[src/rtl/branch_resolve_log_pkg.sv]
`default_nettype none
// ============================================================================
// Module      : branch_resolve_log_pkg
// Description : Shared encodings and field positions for the branch resolve
//               log and the 2-bit dynamic predictor it feeds.
// Revision    : 1.0 - initial release
// ============================================================================
package branch_resolve_log_pkg;

    // 2-bit saturating predictor counter encodings
    typedef enum logic [1:0] {
        SN = 2'b00,   // strongly not-taken
        WN = 2'b01,   // weakly not-taken
        WT = 2'b10,   // weakly taken
        ST = 2'b11    // strongly taken
    } pred_cnt_e;

    // Per-entry status flags; alt_pc is held in a separate array
    localparam int ENT_FLAGS_W  = 4;
    localparam int ENT_VALID    = 3;
    localparam int ENT_RESOLVED = 2;
    localparam int ENT_PRED     = 1;
    localparam int ENT_MISPRED  = 0;

    // Default PC width
    localparam int DEFAULT_PC_W = 16;

endpackage
`default_nettype wire

[src/rtl/brl_ptr_ctrl.sv]
`default_nettype none
// ============================================================================
// Module      : brl_ptr_ctrl
// Description : Head/tail pointers (with wrap bit) for the branch resolve log,
//               full/empty detection and flush-tail computation.
// Revision    : 1.0 - initial release
// ============================================================================
module brl_ptr_ctrl #(
    parameter int DEPTH = 4,
    parameter int TAG_W = 2
) (
    input  logic             clk,
    input  logic             rst_n,
    input  logic             tail_inc,
    input  logic             head_inc,
    input  logic             flush,
    input  logic [TAG_W-1:0] flush_tag,
    output logic [TAG_W-1:0] head_idx,
    output logic [TAG_W-1:0] tail_idx,
    output logic             empty,
    output logic             full
);

    logic [TAG_W:0]   r_head;
    logic [TAG_W:0]   r_tail;
    logic [TAG_W-1:0] w_dist;
    logic [TAG_W:0]   w_flush_tail;

    // Distance of the mispredicted tag from head wraps naturally mod DEPTH;
    // the new tail sits just past it, wrap bit carried by the wider add.
    assign w_dist       = flush_tag - r_head[TAG_W-1:0];
    assign w_flush_tail = r_head + {1'b0, w_dist} + {{TAG_W{1'b0}}, 1'b1};

    assign head_idx = r_head[TAG_W-1:0];
    assign tail_idx = r_tail[TAG_W-1:0];
    assign empty    = (r_head == r_tail);
    assign full     = (r_head[TAG_W-1:0] == r_tail[TAG_W-1:0]) &&
                      (r_head[TAG_W] != r_tail[TAG_W]);

    // Pointer update: commit advances head; flush rewinds tail, else allocate advances it
    always_ff @(posedge clk or negedge rst_n) begin
        if (!rst_n) begin
            r_head <= '0;
            r_tail <= '0;
        end else begin
            if (head_inc) begin
                r_head <= r_head + {{TAG_W{1'b0}}, 1'b1};
            end
            if (flush) begin
                r_tail <= w_flush_tail;
            end else if (tail_inc) begin
                r_tail <= r_tail + {{TAG_W{1'b0}}, 1'b1};
            end
        end
    end

endmodule
`default_nettype wire

[src/rtl/branch_resolve_log.sv]
`default_nettype none
// ============================================================================
// Module      : branch_resolve_log
// Description : In-order log of predicted branches. Checks execute outcomes
//               against the logged prediction, issues mispredict/redirect with
//               younger-branch flush, and emits predictor update pulses.
// Revision    : 1.0 - initial release
// ============================================================================
module branch_resolve_log
    import branch_resolve_log_pkg::*;
#(
    parameter int DEPTH = 4,
    parameter int TAG_W = 2,
    parameter int PC_W  = DEFAULT_PC_W
) (
    input  logic             clk,
    input  logic             rst_n,
    input  logic             alloc_valid,
    input  logic             alloc_taken,
    input  logic [PC_W-1:0]  alloc_alt_pc,
    output logic [TAG_W-1:0] alloc_tag,
    output logic             log_full,
    input  logic             resolve_valid,
    input  logic [TAG_W-1:0] resolve_tag,
    input  logic             resolve_taken,
    input  logic             commit_valid,
    output logic             commit_rdy,
    output logic             mispredict,
    output logic [PC_W-1:0]  redirect_pc,
    output logic             mispred_num,
    output logic             decr_count_brnch,
    output logic             brnc_pred_log
);

    logic [ENT_FLAGS_W-1:0] r_flags  [DEPTH];
    logic [PC_W-1:0]        r_alt_pc [DEPTH];

    logic [TAG_W-1:0] w_head_idx;
    logic [TAG_W-1:0] w_tail_idx;
    logic             w_empty;
    logic             w_full;
    logic             w_res_ok;
    logic             w_flush;
    logic             w_alloc_fire;
    logic             w_commit_rdy;
    logic             w_commit_fire;
    logic             w_head_mispred;
    logic [TAG_W-1:0] w_res_dist;
    logic [DEPTH-1:0] w_kill;

    brl_ptr_ctrl #(
        .DEPTH (DEPTH),
        .TAG_W (TAG_W)
    ) u_ptr (
        .clk       (clk),
        .rst_n     (rst_n),
        .tail_inc  (w_alloc_fire),
        .head_inc  (w_commit_fire),
        .flush     (w_flush),
        .flush_tag (resolve_tag),
        .head_idx  (w_head_idx),
        .tail_idx  (w_tail_idx),
        .empty     (w_empty),
        .full      (w_full)
    );

    // Only a live, still-unresolved entry can be resolved; a wrong direction flushes
    assign w_res_ok       = resolve_valid && r_flags[resolve_tag][ENT_VALID] &&
                            !r_flags[resolve_tag][ENT_RESOLVED];
    assign w_flush        = w_res_ok && (resolve_taken != r_flags[resolve_tag][ENT_PRED]);
    assign w_alloc_fire   = alloc_valid && !w_full && !w_flush;
    assign w_commit_rdy   = !w_empty && r_flags[w_head_idx][ENT_RESOLVED] && !w_flush;
    assign w_commit_fire  = commit_valid && w_commit_rdy;
    assign w_head_mispred = r_flags[w_head_idx][ENT_MISPRED];
    assign w_res_dist     = resolve_tag - w_head_idx;

    assign alloc_tag  = w_tail_idx;
    assign log_full   = w_full;
    assign commit_rdy = w_commit_rdy;

    // Slots younger than the mispredicted tag (further from head) are wrong-path
    for (genvar gi = 0; gi < DEPTH; gi++) begin : g_kill
        assign w_kill[gi] = w_flush && ((TAG_W'(gi) - w_head_idx) > w_res_dist);
    end

    // Entry status flags: allocate, resolve, commit and flush invalidation
    always_ff @(posedge clk or negedge rst_n) begin
        if (!rst_n) begin
            for (int i = 0; i < DEPTH; i++) begin
                r_flags[i] <= '0;
            end
        end else begin
            for (int i = 0; i < DEPTH; i++) begin
                if (w_commit_fire && (w_head_idx == TAG_W'(i))) begin
                    r_flags[i] <= '0;
                end
                if (w_alloc_fire && (w_tail_idx == TAG_W'(i))) begin
                    r_flags[i][ENT_VALID]    <= 1'b1;
                    r_flags[i][ENT_RESOLVED] <= 1'b0;
                    r_flags[i][ENT_PRED]     <= alloc_taken;
                    r_flags[i][ENT_MISPRED]  <= 1'b0;
                end
                if (w_res_ok && (resolve_tag == TAG_W'(i))) begin
                    r_flags[i][ENT_RESOLVED] <= 1'b1;
                    if (w_flush) begin
                        r_flags[i][ENT_MISPRED] <= 1'b1;
                    end
                end
                if (w_kill[i]) begin
                    r_flags[i] <= '0;
                end
            end
        end
    end

    // Redirect target storage; contents are only meaningful while the flag is valid
    always_ff @(posedge clk) begin
        if (w_alloc_fire) begin
            r_alt_pc[w_tail_idx] <= alloc_alt_pc;
        end
    end

    // Predictor-facing outputs, registered one cycle after the causing event
    always_ff @(posedge clk or negedge rst_n) begin
        if (!rst_n) begin
            mispredict       <= 1'b0;
            mispred_num      <= 1'b0;
            decr_count_brnch <= 1'b0;
            brnc_pred_log    <= 1'b0;
            redirect_pc      <= '0;
        end else begin
            mispredict       <= w_flush;
            mispred_num      <= w_flush && (resolve_tag == w_head_idx);
            decr_count_brnch <= w_commit_fire && !w_head_mispred;
            if (w_flush) begin
                redirect_pc   <= r_alt_pc[resolve_tag];
                brnc_pred_log <= r_flags[resolve_tag][ENT_PRED];
            end else if (w_commit_fire && !w_head_mispred) begin
                brnc_pred_log <= r_flags[w_head_idx][ENT_PRED];
            end
        end
    end

endmodule
`default_nettype wire

[config.mk]
export PLATFORM = sky130hd
export DESIGN_NAME = branch_resolve_log
export DESIGN_NICKNAME = d
export VERILOG_FILES = /design/src/rtl/branch_resolve_log_pkg.sv /design/src/rtl/brl_ptr_ctrl.sv /design/src/rtl/branch_resolve_log.sv
export SDC_FILE = /design/constraint.sdc
export NUM_CORES = 1
export LEC_CHECK = 0
export CORE_ASPECT_RATIO = 2
export CORE_MARGIN = 1.5
export CORE_UTILIZATION = 56
export DETAILED_ROUTE_END_ITERATION = 8
export HOLD_SLACK_MARGIN = 0.03
export PLACE_DENSITY = 0.79
export SYNTH_ARGS = -nofsm -noshare
export SYNTH_HDL_FRONTEND = slang
export SYNTH_SLANG_ARGS = --single-unit
[constraint.sdc]
create_clock -name clk -period 3.4 [get_ports clk]
set_input_delay 0.85 -clock clk [delete_from_list [all_inputs] [get_ports clk]]
set_output_delay 0.85 -clock clk [all_outputs]
set_load 0.1 [all_outputs]
# Word-level counts from Yosys, hierarchy flattened
# Memories as Yosys holds them, arrays and structs flattened. A register that Yosys moved wholly into a read port is not among the register bits.
# Index checks and enable logic that the tools add are counted.
# Widths: inputs -> output; s select.
word_totals:
  regBits: 26
  ramBits: 64
  inputBits: 25
  wordCells: 132
  memories: 1
memory_table:
  columns: ["memory", "words", "width", "read_ports", "rd_ports_with_merged_regs", "wr", "line", "source"]
  rows:
  - ["r_alt_pc", 4, 16, 1, 1, 1, "branch_resolve_log.sv:36", "logic [PC_W-1:0] r_alt_pc [DEPTH];"]
op_classes:
  n_addsub: 9
  n_lt_le_gt_ge: 6
  eq_ne: 14
  muxes: 36
  bitwise_logic: 2
  n_reduce_logical: 46
op_table:
  columns: ["operator", "count"]
  rows:
  - ["$mux 4", 14]
  - ["$logic_and 1x1->1", 27]
  - ["$bmux 4 s2", 2]
  - ["$mux 1", 16]
  - ["$reduce_bool 4->1", 4]
  - ["$eq 2x2->1 const B", 6]
  - ["$mux 3", 4]
  - ["$reduce_bool 3->1", 4]
  - ["$add 3x1->3 const B", 3]
  - ["$gt 2x2->1", 4]
  - ["$eq 2x1->1 const B", 3]
  - ["$ge 3x3->1 const B", 2]
  - ["$logic_not 1->1", 6]
  - ["$logic_not 2->1", 3]
  - ["$not 2->3", 2]
  - ["$eq 2x2->1", 2]
  - ["$reduce_bool 2->1", 2]
  - ["$sub 1x2->2 const A", 2]
  - ["$sub 2x2->2 const A", 2]
  - ["$add 3x2->3", 1]
  - ["$eq 3x3->1", 1]
  - ["$ne 1x1->1", 2]
  - ["$sub 2x2->2", 1]

# Logic depth before layout (Yosys ltp)
logic_depth:
  depth_word: 16
  depth_mapped: 11
  mapped_depth_nobuf: 10

# Modules after synthesis
# A second synthesis with hierarchy kept.
unflattened:
  hier_cells: 332
  hier_area_um2: 4723.3
by_module_without_submodules:
  columns: ["mod", "instances", "cells_per_inst", "area_per_inst_um2", "seq_area_each_um2"]
  rows:
  - ["branch_resolve_log", 1, 292, 4285.4, 2822.7]
  - ["brl_ptr_ctrl", 1, 40, 437.9, 150.1]

# Worst setup path after synthesis
# No wires, ideal clock.
synth_path:
  path_kind: "reg-to-output"
  from: "reg u_ptr.r_head[1]"
  to: "out log_full"
  arrival_time_ns: 2.907
  t_required_ns: 2.550
  setup_slack_ns: -0.357
  path_stages_with_launch: 4
  path_buffers: 1
  cell_sequence: "dfrtp_1 > buf_2 > xor2_1 > nor3_1"
synth_via:
  elab_chain_len: 2
synth_rtl:
  columns: ["element", "line", "source"]
  rows:
  - ["from (decl)", "brl_ptr_ctrl.sv:24", "logic [TAG_W:0] r_head;"]
  - ["from (signal assigned)", "brl_ptr_ctrl.sv:47", "r_head <= r_head + {{TAG_W{1'b0}}, 1'b1};"]
  - ["$eq 2x2->1", "brl_ptr_ctrl.sv:37", "assign full = (r_head[TAG_W-1:0] == r_tail[TAG_W-1:0]) &&"]
  - ["$logic_and 1x1->1", "brl_ptr_ctrl.sv:37", null]
  - ["to (decl)", "branch_resolve_log.sv:22", "output logic log_full,"]
# Every way passes these cells.

# Worst setup path in the final report
layout_path:
  from: "in resolve_tag[1]"
  to: "out commit_rdy"
layout_via:
  elab_chain_len: 9
  elab_cells_between_ends: 11
  cone_classes: "eq/ne (1); mux (3); bitwise (1); reduce/logical (6)"
layout_rtl:
  columns: ["element", "line", "source"]
  rows:
  - ["from (decl)", "branch_resolve_log.sv:24", "input logic [TAG_W-1:0] resolve_tag,"]
  - ["$not 2->3 (not written as such) *", "branch_resolve_log.sv:68, branch_resolve_log.sv:69, branch_resolve_log.sv:70", null]
  - ["$bmux 4 s2 *", "branch_resolve_log.sv:68, branch_resolve_log.sv:69, branch_resolve_log.sv:70", null]
  - ["$mux 4 (not written as such) * (2 in a row)", "branch_resolve_log.sv:70", "assign w_flush = w_res_ok && (resolve_taken != r_flags[resolve_tag][ENT_PRED]);"]
  - ["$logic_and 1x1->1 / $logic_not 1->1 (equally long branches)", "branch_resolve_log.sv:68, branch_resolve_log.sv:69", null]
  - ["$logic_and 1x1->1", "branch_resolve_log.sv:68", "assign w_res_ok = resolve_valid && r_flags[resolve_tag][ENT_VALID] &&"]
  - ["$logic_and 1x1->1 *", "branch_resolve_log.sv:70", null]
  - ["$logic_not 1->1 *", "branch_resolve_log.sv:72", "assign w_commit_rdy = !w_empty && r_flags[w_head_idx][ENT_RESOLVED] && !w_flush;"]
  - ["$logic_and 1x1->1 *", "branch_resolve_log.sv:72", null]
  - ["to (decl)", "branch_resolve_log.sv:27", "output logic commit_rdy,"]
# Mark *: on every way between the ends. The rest lies on a longest branch, timed or not. The select of a mux whose other input is x is not followed.

==> out/results.tsv <==
metric	value	unit
TritonCTS clock tree	built	
Core Area	0.00817	mm2
First-pass DRT Iterations	4	
antenna violations before repair	0	
Reg2Reg Setup Slack	680	ps
HPWL reported at the end of detailed placement	7280	um
post-synth top area share	0.410	
Final Slew Violations	0	
post-route DRC violation count	0	
synthesized instance count	321	
shortest period the worst path allows	3350	ps
final hold violation count	0	
Clock Sinks	106	
root buffer cell	clkbuf_16	
via count of the first global-routing pass	3146	
worst setup path category	primary input to output pin	
final clock skew	8.48	ps
fraction of the cycle the final worst path needs	0.986	
peak clock frequency supported by timing	298	MHz
latest clock arrival within the worst-skew pair	340	ps
outcome	finished, final reports clean	
NumNets Final	441	
Pwr Density	1040	mW/mm2
fraction of registers with async set/reset	0.396	
IO Port Bufs	48	
nature of the critical path startpoint	primary input	
buffer and inverter count on the worst path	4	
slew at the pin closest to its max-slew limit	995	ps
highest ir drop seen on vdd	0.581	mV
area used by sequential logic in the layout	0.00297	mm2
number of setup violations in the final report	0	
Slew headroom	0.337	
maximum level of the CTS H-tree	3	
leading post-synthesis cells by cell area	edfxtp_1, dfrtp_1, mux4_2	
FF+latch count, synth	106	
most common cell in the netlist	edfxtp_1	
Remaining Overflow, GRT	0	
pin count of the biggest net entering global routing	43	
register area share after synthesis	0.635	
path depth of the worst reg2reg path	9	
crit path max-delay cell type	clkdlybuf4s50_1	
cell family contributing the most delay on the critical path	buffers and inverters	
Top FF cell, synth	edfxtp_1	
vias per inst	5.74	
final setup TNS	0	ps
post-synthesis average cell area	14.6	um2
critical path endpoint category	output pin	
antenna diode instance count	0	
Max FO, Critical Path	10	
remaining number of nets flagged by the antenna check after routing	0	
class of the worst hold path	flop to flop	
DIE HEIGHT	132	um
top-level I/O count	49	
GR Util All Layers	0.259	
footprint of the multi-input gates	0.00156	mm2
cell taking the most area after synthesis	edfxtp_1	
cell types with the highest counts after synthesis	edfxtp_1, nand2_1, dfrtp_1, mux4_2, ha_1	
endpoint of the worst-slack reg-to-reg timing path	r_flags[12]	
number of design-rule violations left by the first detailed-router iteration	202	
critical register-to-register path startpoint	u_ptr.r_head[0]	
Detailed Route WL	10100	um
Slowest Stage Delay on Critical Path	510	ps
total clock buffers created by CTS	9	
Total Die Area	0.00896	mm2
Post-CTS Hold Buffers	0	
EDFF count, synth	64	
hold path startpoint	r_flags[11]	
maximum count of clock buffers along a single path	2	
RePlAce Congestion	0.942	
wire length per cell after detailed routing	20.1	um
Worst EP arrival	2500	ps
total number of placement rows	47	
hold worst-path end	r_flags[11]	
register clock-pin slew on the reported worst setup and hold paths	70	ps
horizontal die dimension	67.7	um
number of filler cells placed in the layout	569	
number of violations of the max-capacitance limit	0	
count of synthesis-stage warnings from yosys	0	
CP required	2550	ps
global-route wire length before repair	16200	um
cells along the critical path	clkdlybuf4s50_1 -> buf_4 -> inv_1 -> mux4_2 -> nand3_2 -> o311a_4 -> buf_12	
share of cells above drive strength 1	0.260	
syn_nets	363	
area growth from synthesis to layout	22.9	%
static power due to leakage	2.38	nW
post-synthesis cell type count	46	
initial standard-cell utilization of the core	0.573	
total number of vias	2882	
share of the core filled with cells in the final layout	0.704	
synthesized area	0.00468	mm2
setup repair after global routing missed its margin	false	
worst hold stages	1	
-- flip-flops by register name, indices dropped and copies added, names as in the netlist --
register / flops
brnc_pred_log: 1
mispred_num: 1
u_ptr.r_tail: 3
decr_count_brnch: 1
mispredict: 1
r_alt_pc: 64
r_flags: 16
u_ptr.r_head: 3
redirect_pc: 16
-- cells in the final DEF, fill, tap and decap left out, types with 3 or more instances in the layout --
| cell type | netlist | routed |
|---|---|---|
| nor2b_1 | 4 | 4 |
| clkbuf_16 | 0 | 9 |
| clkdlybuf4s50_1 | 0 | 22 |
| fa_1 | 3 | 3 |
| ha_1 | 14 | 14 |
| nor2_1 | 12 | 12 |
| nor3_1 | 4 | 3 |
| a22o_1 | 8 | 8 |
| inv_1 | 13 | 13 |
| buf_4 | 2 | 53 |
| nand2_1 | 61 | 61 |
| a32o_1 | 3 | 3 |
| mux4_2 | 18 | 19 |
| xnor2_1 | 5 | 5 |
| buf_12 | 0 | 6 |
| xor2_1 | 7 | 7 |
| a21oi_1 | 5 | 5 |
| o21ai_0 | 5 | 5 |
| edfxtp_1 | 64 | 64 |
| a21o_1 | 3 | 3 |
| dfrtp_1 | 42 | 42 |
-- final cells by class --
type                    instances  share of cell area
clock inverters                 7              0.0113
clock buffers                   9              0.0391
inverters                      15              0.0102
multi-input cells             184               0.271
flip-flops and latches        106               0.517
repair buffers                 83               0.131
well taps                      98              0.0213
-- worst register-to-register path: stages (launching register included) --
cell and delay, ps:
dfrtp_1 650, ha_1 240, inv_1 70, fa_1 530, inv_1 70, ha_1 300, a21oi_1 70, a21o_1 190
a22o_1 280, a32o_1 210
-- metrics by stage --
| step | total power [mW] | instances | hold slack [ps] | instance area (um2) | setup slack, ps |
|---|---|---|---|---|---|
| 3_5_place_dp | 5.05 | 486 | 471 | 5470 | -181 |
| 5_1_grt | 6.32 | 502 | 496 | 5760 | 2.22 |
| 3_3_place_gp | 4.98 | 486 | 463 | 5470 | -144 |
| 2_1_floorplan | 4.05 | 321 | 442 | 4700 | 108 |
| 6_report | 6.01 | 502 | 479 | 5760 | 47.3 |
| 4_1_cts | 6.05 | 502 | 488 | 5760 | 52.9 |
-- kinds of logic (layout without fill, tap and decap cells) --
group / after synthesis / count (layout) / synth area share
flip-flops: 106 / 106 / 0.635
AO/OA/AOI/OAI: 41 / 41 / 0.0660
XOR/XNOR: 12 / 12 / 0.0224
AND/OR/NAND/NOR: 90 / 90 / 0.0815
multiplexers: 24 / 24 / 0.110
adder cells (fa/ha/maj): 17 / 17 / 0.0502
buffers and inverters: 31 / 114 / 0.0353
-- worst max path at each step --
stage,start,endpoint,slack (ps),cells after the start
2_1_floorplan,resolve_tag[0],commit_rdy,110,6
3_3_place_gp,resolve_tag[0],commit_rdy,-140,7
3_5_place_dp,resolve_tag[0],r_flags[12],-180,10
4_1_cts,resolve_tag[1],commit_rdy,50,7
5_1_grt,resolve_tag[1],commit_rdy,2,7
6_report,resolve_tag[1],commit_rdy,50,7
-- where the power goes --
part / internal [mW] / total, mW / switching (mW)
registers: 1.77 / 1.98 / 0.217
clock network: 0.510 / 0.990 / 0.479
logic: 1.05 / 3.03 / 1.98
total: 3.33 / 6.01 / 2.68
-- per-layer routing --
metal,share of wire,global-route usage,up-vias
li1,-,-,1326
met1,0.35,0.289,1446
met3,0.030,0.0478,33
met2,0.57,0.439,77
met4,0.054,0.156,0
met5,0,0,-
-- timing repair --
| action | 4_1_cts | 5_1_grt |
|---|---|---|
| resized for setup | 2 | 0 |
| buffers inserted | 0 | 0 |
| endpoints found under the setup margin | 1 | 0 |
No activity file was read; power rests on OpenSTA's default activity.
==> variant 1 (config.mk and constraints unchanged) <==
Remove the register `mispred_num`: a continuous assignment takes its place, so the output `mispred_num` follows one clock earlier.
--- a/src/rtl/branch_resolve_log.sv
+++ b/src/rtl/branch_resolve_log.sv
@@ -124,13 +124,11 @@
     always_ff @(posedge clk or negedge rst_n) begin
         if (!rst_n) begin
             mispredict       <= 1'b0;
-            mispred_num      <= 1'b0;
             decr_count_brnch <= 1'b0;
             brnc_pred_log    <= 1'b0;
             redirect_pc      <= '0;
         end else begin
             mispredict       <= w_flush;
-            mispred_num      <= w_flush && (resolve_tag == w_head_idx);
             decr_count_brnch <= w_commit_fire && !w_head_mispred;
             if (w_flush) begin
                 redirect_pc   <= r_alt_pc[resolve_tag];
@@ -141,6 +139,8 @@
         end
     end
 
+    assign mispred_num = w_flush && (resolve_tag == w_head_idx);
+
 endmodule
 `default_nettype wire
 
Function: changed (a bounded check fails within 4 cycles, from zero or initial values and one cycle with rst_n low).
==> variant 1 against the unedited design <==
  * Design area shrank 0.74%
  * Sequential cell count decreased by 1
  * Sequential share of layout area down 0.053 points
  * Utilization grew 1.0 points
  * Synthesized cell count down 0.31%
  * Largest power group unchanged
  * Clock skew shrank 0.0017 ns
  * Routed wire length fell by 2.8%
  * Power barely moved
  * Largest cell class unchanged
  * Synthesized area fell by 0.53%
  * First-iteration DRC count is 21% lower
  * Worst setup slack improved by 0.090 ns
  * Via count decreased by 0.35%
  * Die area fell by 0.51%
==> variant 1: results (changes against the unedited design) <==
post-DP HPWL=7140 um (was 7280 um); global-route wire length before repair=15,700 um (was 16,200 um); drt wl/cell=19.9 um (was 20.1 um); vias in the first global route=3,113 (was 3,146); critical path peak fanout=4 (was 10); NumNets Final=435 (was 441); Max Used Layer=met4 (unchanged); Vias/cell=5.81 (was 5.74); Fill cells=549 (was 569); post-CTS setup buffers=2 (was 0); Worst VDD drop=0.681 mV (was 0.581 mV); status=finished, final reports clean (unchanged); Worst Path Arrival=2.41 ns (was 2.50 ns); multi-input logic area=1570 sq um (was 1560 sq um); post-place instance area=5400 sq um (was 5470 sq um); Synth async-reset ratio=0.390 (was 0.396); Lkg Pwr=2.36 nW (was 2.38 nW); largest net degree at the start of global routing=42 (was 43); Post-synth top cells=edfxtp_1, nand2_1, dfrtp_1 (unchanged); post-synthesis net count=362 (was 363); post-route insts no fill=494 (was 502); met2 routed WL=5600 um (was 5720 um); worst slack, placed=-0.240 ns (was -0.181 ns); Post-Route M1 WL=3350 um (was 3540 um); Ant. Diodes=0 (unchanged); Post-Synthesis Cells=320 (was 321); layout cells sized above 1=0.254 (was 0.260); Reg clk slew, reported paths=0.07 ns (about the same); gr usage total=0.250 (was 0.259); DRT Pass-1 Iters=5 (was 4); First DRT Iteration DRCs=160 (was 202); Placer Congestion=0.944 (was 0.942); placed cell count=476 (was 486); Detail Route met3 WL=366 um (was 302 um); Seq/Total Area, Yosys=0.633 (was 0.635)
-- variant 1: power breakdown --
| part | total (mW) | internal [mW] | switching (mW) |
|---|---|---|---|
| Combinational | 3.00 | 1.01 | 1.99 |
| Clock | 1.05 | 0.584 | 0.462 |
| Sequential | 1.96 | 1.75 | 0.210 |
| Total | 6.01 | 3.35 | 2.66 |
-- variant 1: routing by layer --
layer	track usage	vias to the layer above
li1	-	1314
met1	0.262	1434
met2	0.436	90
met3	0.0427	34
met4	0.163	0
met5	0	-
-- variant 1: area by class of cell --
class / instances / share of cell area
clock buffers: 10 / 0.0401
clock inverters: 6 / 0.0131
inverters: 15 / 0.0103
multi-input cells: 184 / 0.274
flip-flops and latches: 105 / 0.516
well taps: 96 / 0.0210
repair buffers: 78 / 0.125
-- variant 1: logic make-up (layout without fill, tap and decap cells) --
group                    Yosys count  count (layout)  share of synthesized area
flip-flops                       105             105                      0.633
multiplexers                      24              24                      0.111
AND/OR/NAND/NOR                   90              90                     0.0819
adder cells (fa/ha/maj)           17              17                     0.0505
AO/OA/AOI/OAI                     41              41                     0.0663
XOR/XNOR                          12              12                     0.0226
buffers and inverters             31             109                     0.0354
-- variant 1: worst paths after layout --
kind	start	to	slack [ns]	cells after the start
min in group asynchronous	rst_n	redirect_pc[9]	0.65	1
worst max-delay path	resolve_tag[1]	commit_rdy	0.14	7
worst min register to register	redirect_pc[1]	redirect_pc[1]	0.48	2
max in group asynchronous	rst_n	u_ptr.r_head[0]	2.13	1
worst min-delay path	redirect_pc[1]	redirect_pc[1]	0.48	2
worst max register to register	u_ptr.r_head[0]	r_flags[12]	0.65	9
-- variant 1: critical path: stages --
cell and delay, ns:
clkdlybuf4s50_1 0.50, buf_4 0.16, inv_1 0.06, mux4_2 0.31, nand3_2 0.15, o311a_2 0.22, buf_12 0.17
==> variant 2 (config.mk and constraints unchanged) <==
Made on the original files. `DEPTH` is set to 4 in 2 places; all go to 8.
--- a/src/rtl/brl_ptr_ctrl.sv
+++ b/src/rtl/brl_ptr_ctrl.sv
@@ -6,7 +6,7 @@
 // Revision    : 1.0 - initial release
 // ============================================================================
 module brl_ptr_ctrl #(
-    parameter int DEPTH = 4,
+    parameter int DEPTH = 8,
     parameter int TAG_W = 2
 ) (
     input  logic             clk,
--- a/src/rtl/branch_resolve_log.sv
+++ b/src/rtl/branch_resolve_log.sv
@@ -9,7 +9,7 @@
 module branch_resolve_log
     import branch_resolve_log_pkg::*;
 #(
-    parameter int DEPTH = 4,
+    parameter int DEPTH = 8,
     parameter int TAG_W = 2,
     parameter int PC_W  = DEFAULT_PC_W
 ) (
Behaviour: no difference found for any inputs over 4 cycles, from zero or initial values and one cycle with rst_n low; that may be too few to reach the edited logic, so the function may still have changed.
==> variant 2 against the unedited design <==
  * Power fell by 5.1%
  * Hold slack got worse by 0.0010 ns
  * Worst setup slack gained 0.043 ns
  * Sequential cell count is the same
  * Fmax rose by 1.3%
  * Synthesized area increased by 0.35%
  * Synthesized cell count shrank 1.6%
  * Sequential share of layout area is 1.1 points higher
  * Clock power hardly changed
  * Design area shrank 2.0%
  * Global-route usage decreased by 1.5 points
  * Routed wire length fell by 2.6%
  * Largest power group unchanged
==> variant 2: results (changes against the unedited design) <==
status=finished, final reports clean (unchanged); critical path peak fanout=3 (was 10); CP max stage cell=mux4_2 (was clkdlybuf4s50_1); post-DP HPWL=7230 um (was 7280 um); Post-Route M1 WL=3410 um (was 3540 um); Fin Hold WS=0.478 ns (was 0.479 ns); met3 usage=0.0400 (was 0.0478); Clock power frac=0.174 (was 0.165); Post-synth top cells=edfxtp_1, nand2_1, dfrtp_1 (unchanged); Lkg Pwr=2.35 nW (was 2.38 nW); multi-input gates=179 (was 184); clock buffers=10 (was 9); R2R Setup Slk=0.81 ns (was 0.68 ns); Adder-Cell Fraction of Synth Area=0.0591 (was 0.0502); post-synthesis net count=362 (was 363); RR Startpoint=u_ptr.r_head[1] (was u_ptr.r_head[0]); Placer Congestion=0.985 (was 0.942); gr usage total=0.244 (was 0.259); M2 GR Usage=0.431 (was 0.439); WHS Endpoint=redirect_pc[14] (was r_flags[11]); Total Wirelength=9850 um (was 10,100 um); non-clock buffer share of cell area=0.110 (was 0.131); CP max stage delay=0.55 ns (was 0.51 ns); First DRT Iteration DRCs=181 (was 202); Seq/Total Area, Yosys=0.632 (was 0.635); met2 routed WL=5540 um (was 5720 um); Switching Share=0.440 (was 0.446)
==> variant 2: worst reg2reg max path, cell delays in order (launching register included) <==
cell	delay (ns)
dfrtp_1	0.65
inv_1	0.23
fa_1	0.55
inv_1	0.06
ha_1	0.26
nor2b_1	0.13
o21bai_1	0.11
and3_1	0.20
a211o_1	0.27
==> variant 2: per-stage QoR <==
stage                     utilization  cell area, sq um  setup WS, ns  instances  power [mW]
final                           0.685              5640        0.0901        483        5.70
after global routing            0.685              5640        0.0471        483        5.98
after CTS                       0.685              5640        0.0833        483        5.74
after detailed placement        0.650              5360       -0.0173        468        4.74
after global placement          0.650              5360      -0.00161        468        4.67
after floorplan                     -              4710       -0.0549        316        3.95
==> variant 2: how the worst max path moves through the flow <==
stage	end	slack (ns)	cells after the start
floorplan	commit_rdy	-0.05	6
global placement	commit_rdy	-0.002	6
detailed placement	commit_rdy	-0.02	6
CTS	commit_rdy	0.08	6
global route	commit_rdy	0.05	6
finish	commit_rdy	0.09	6
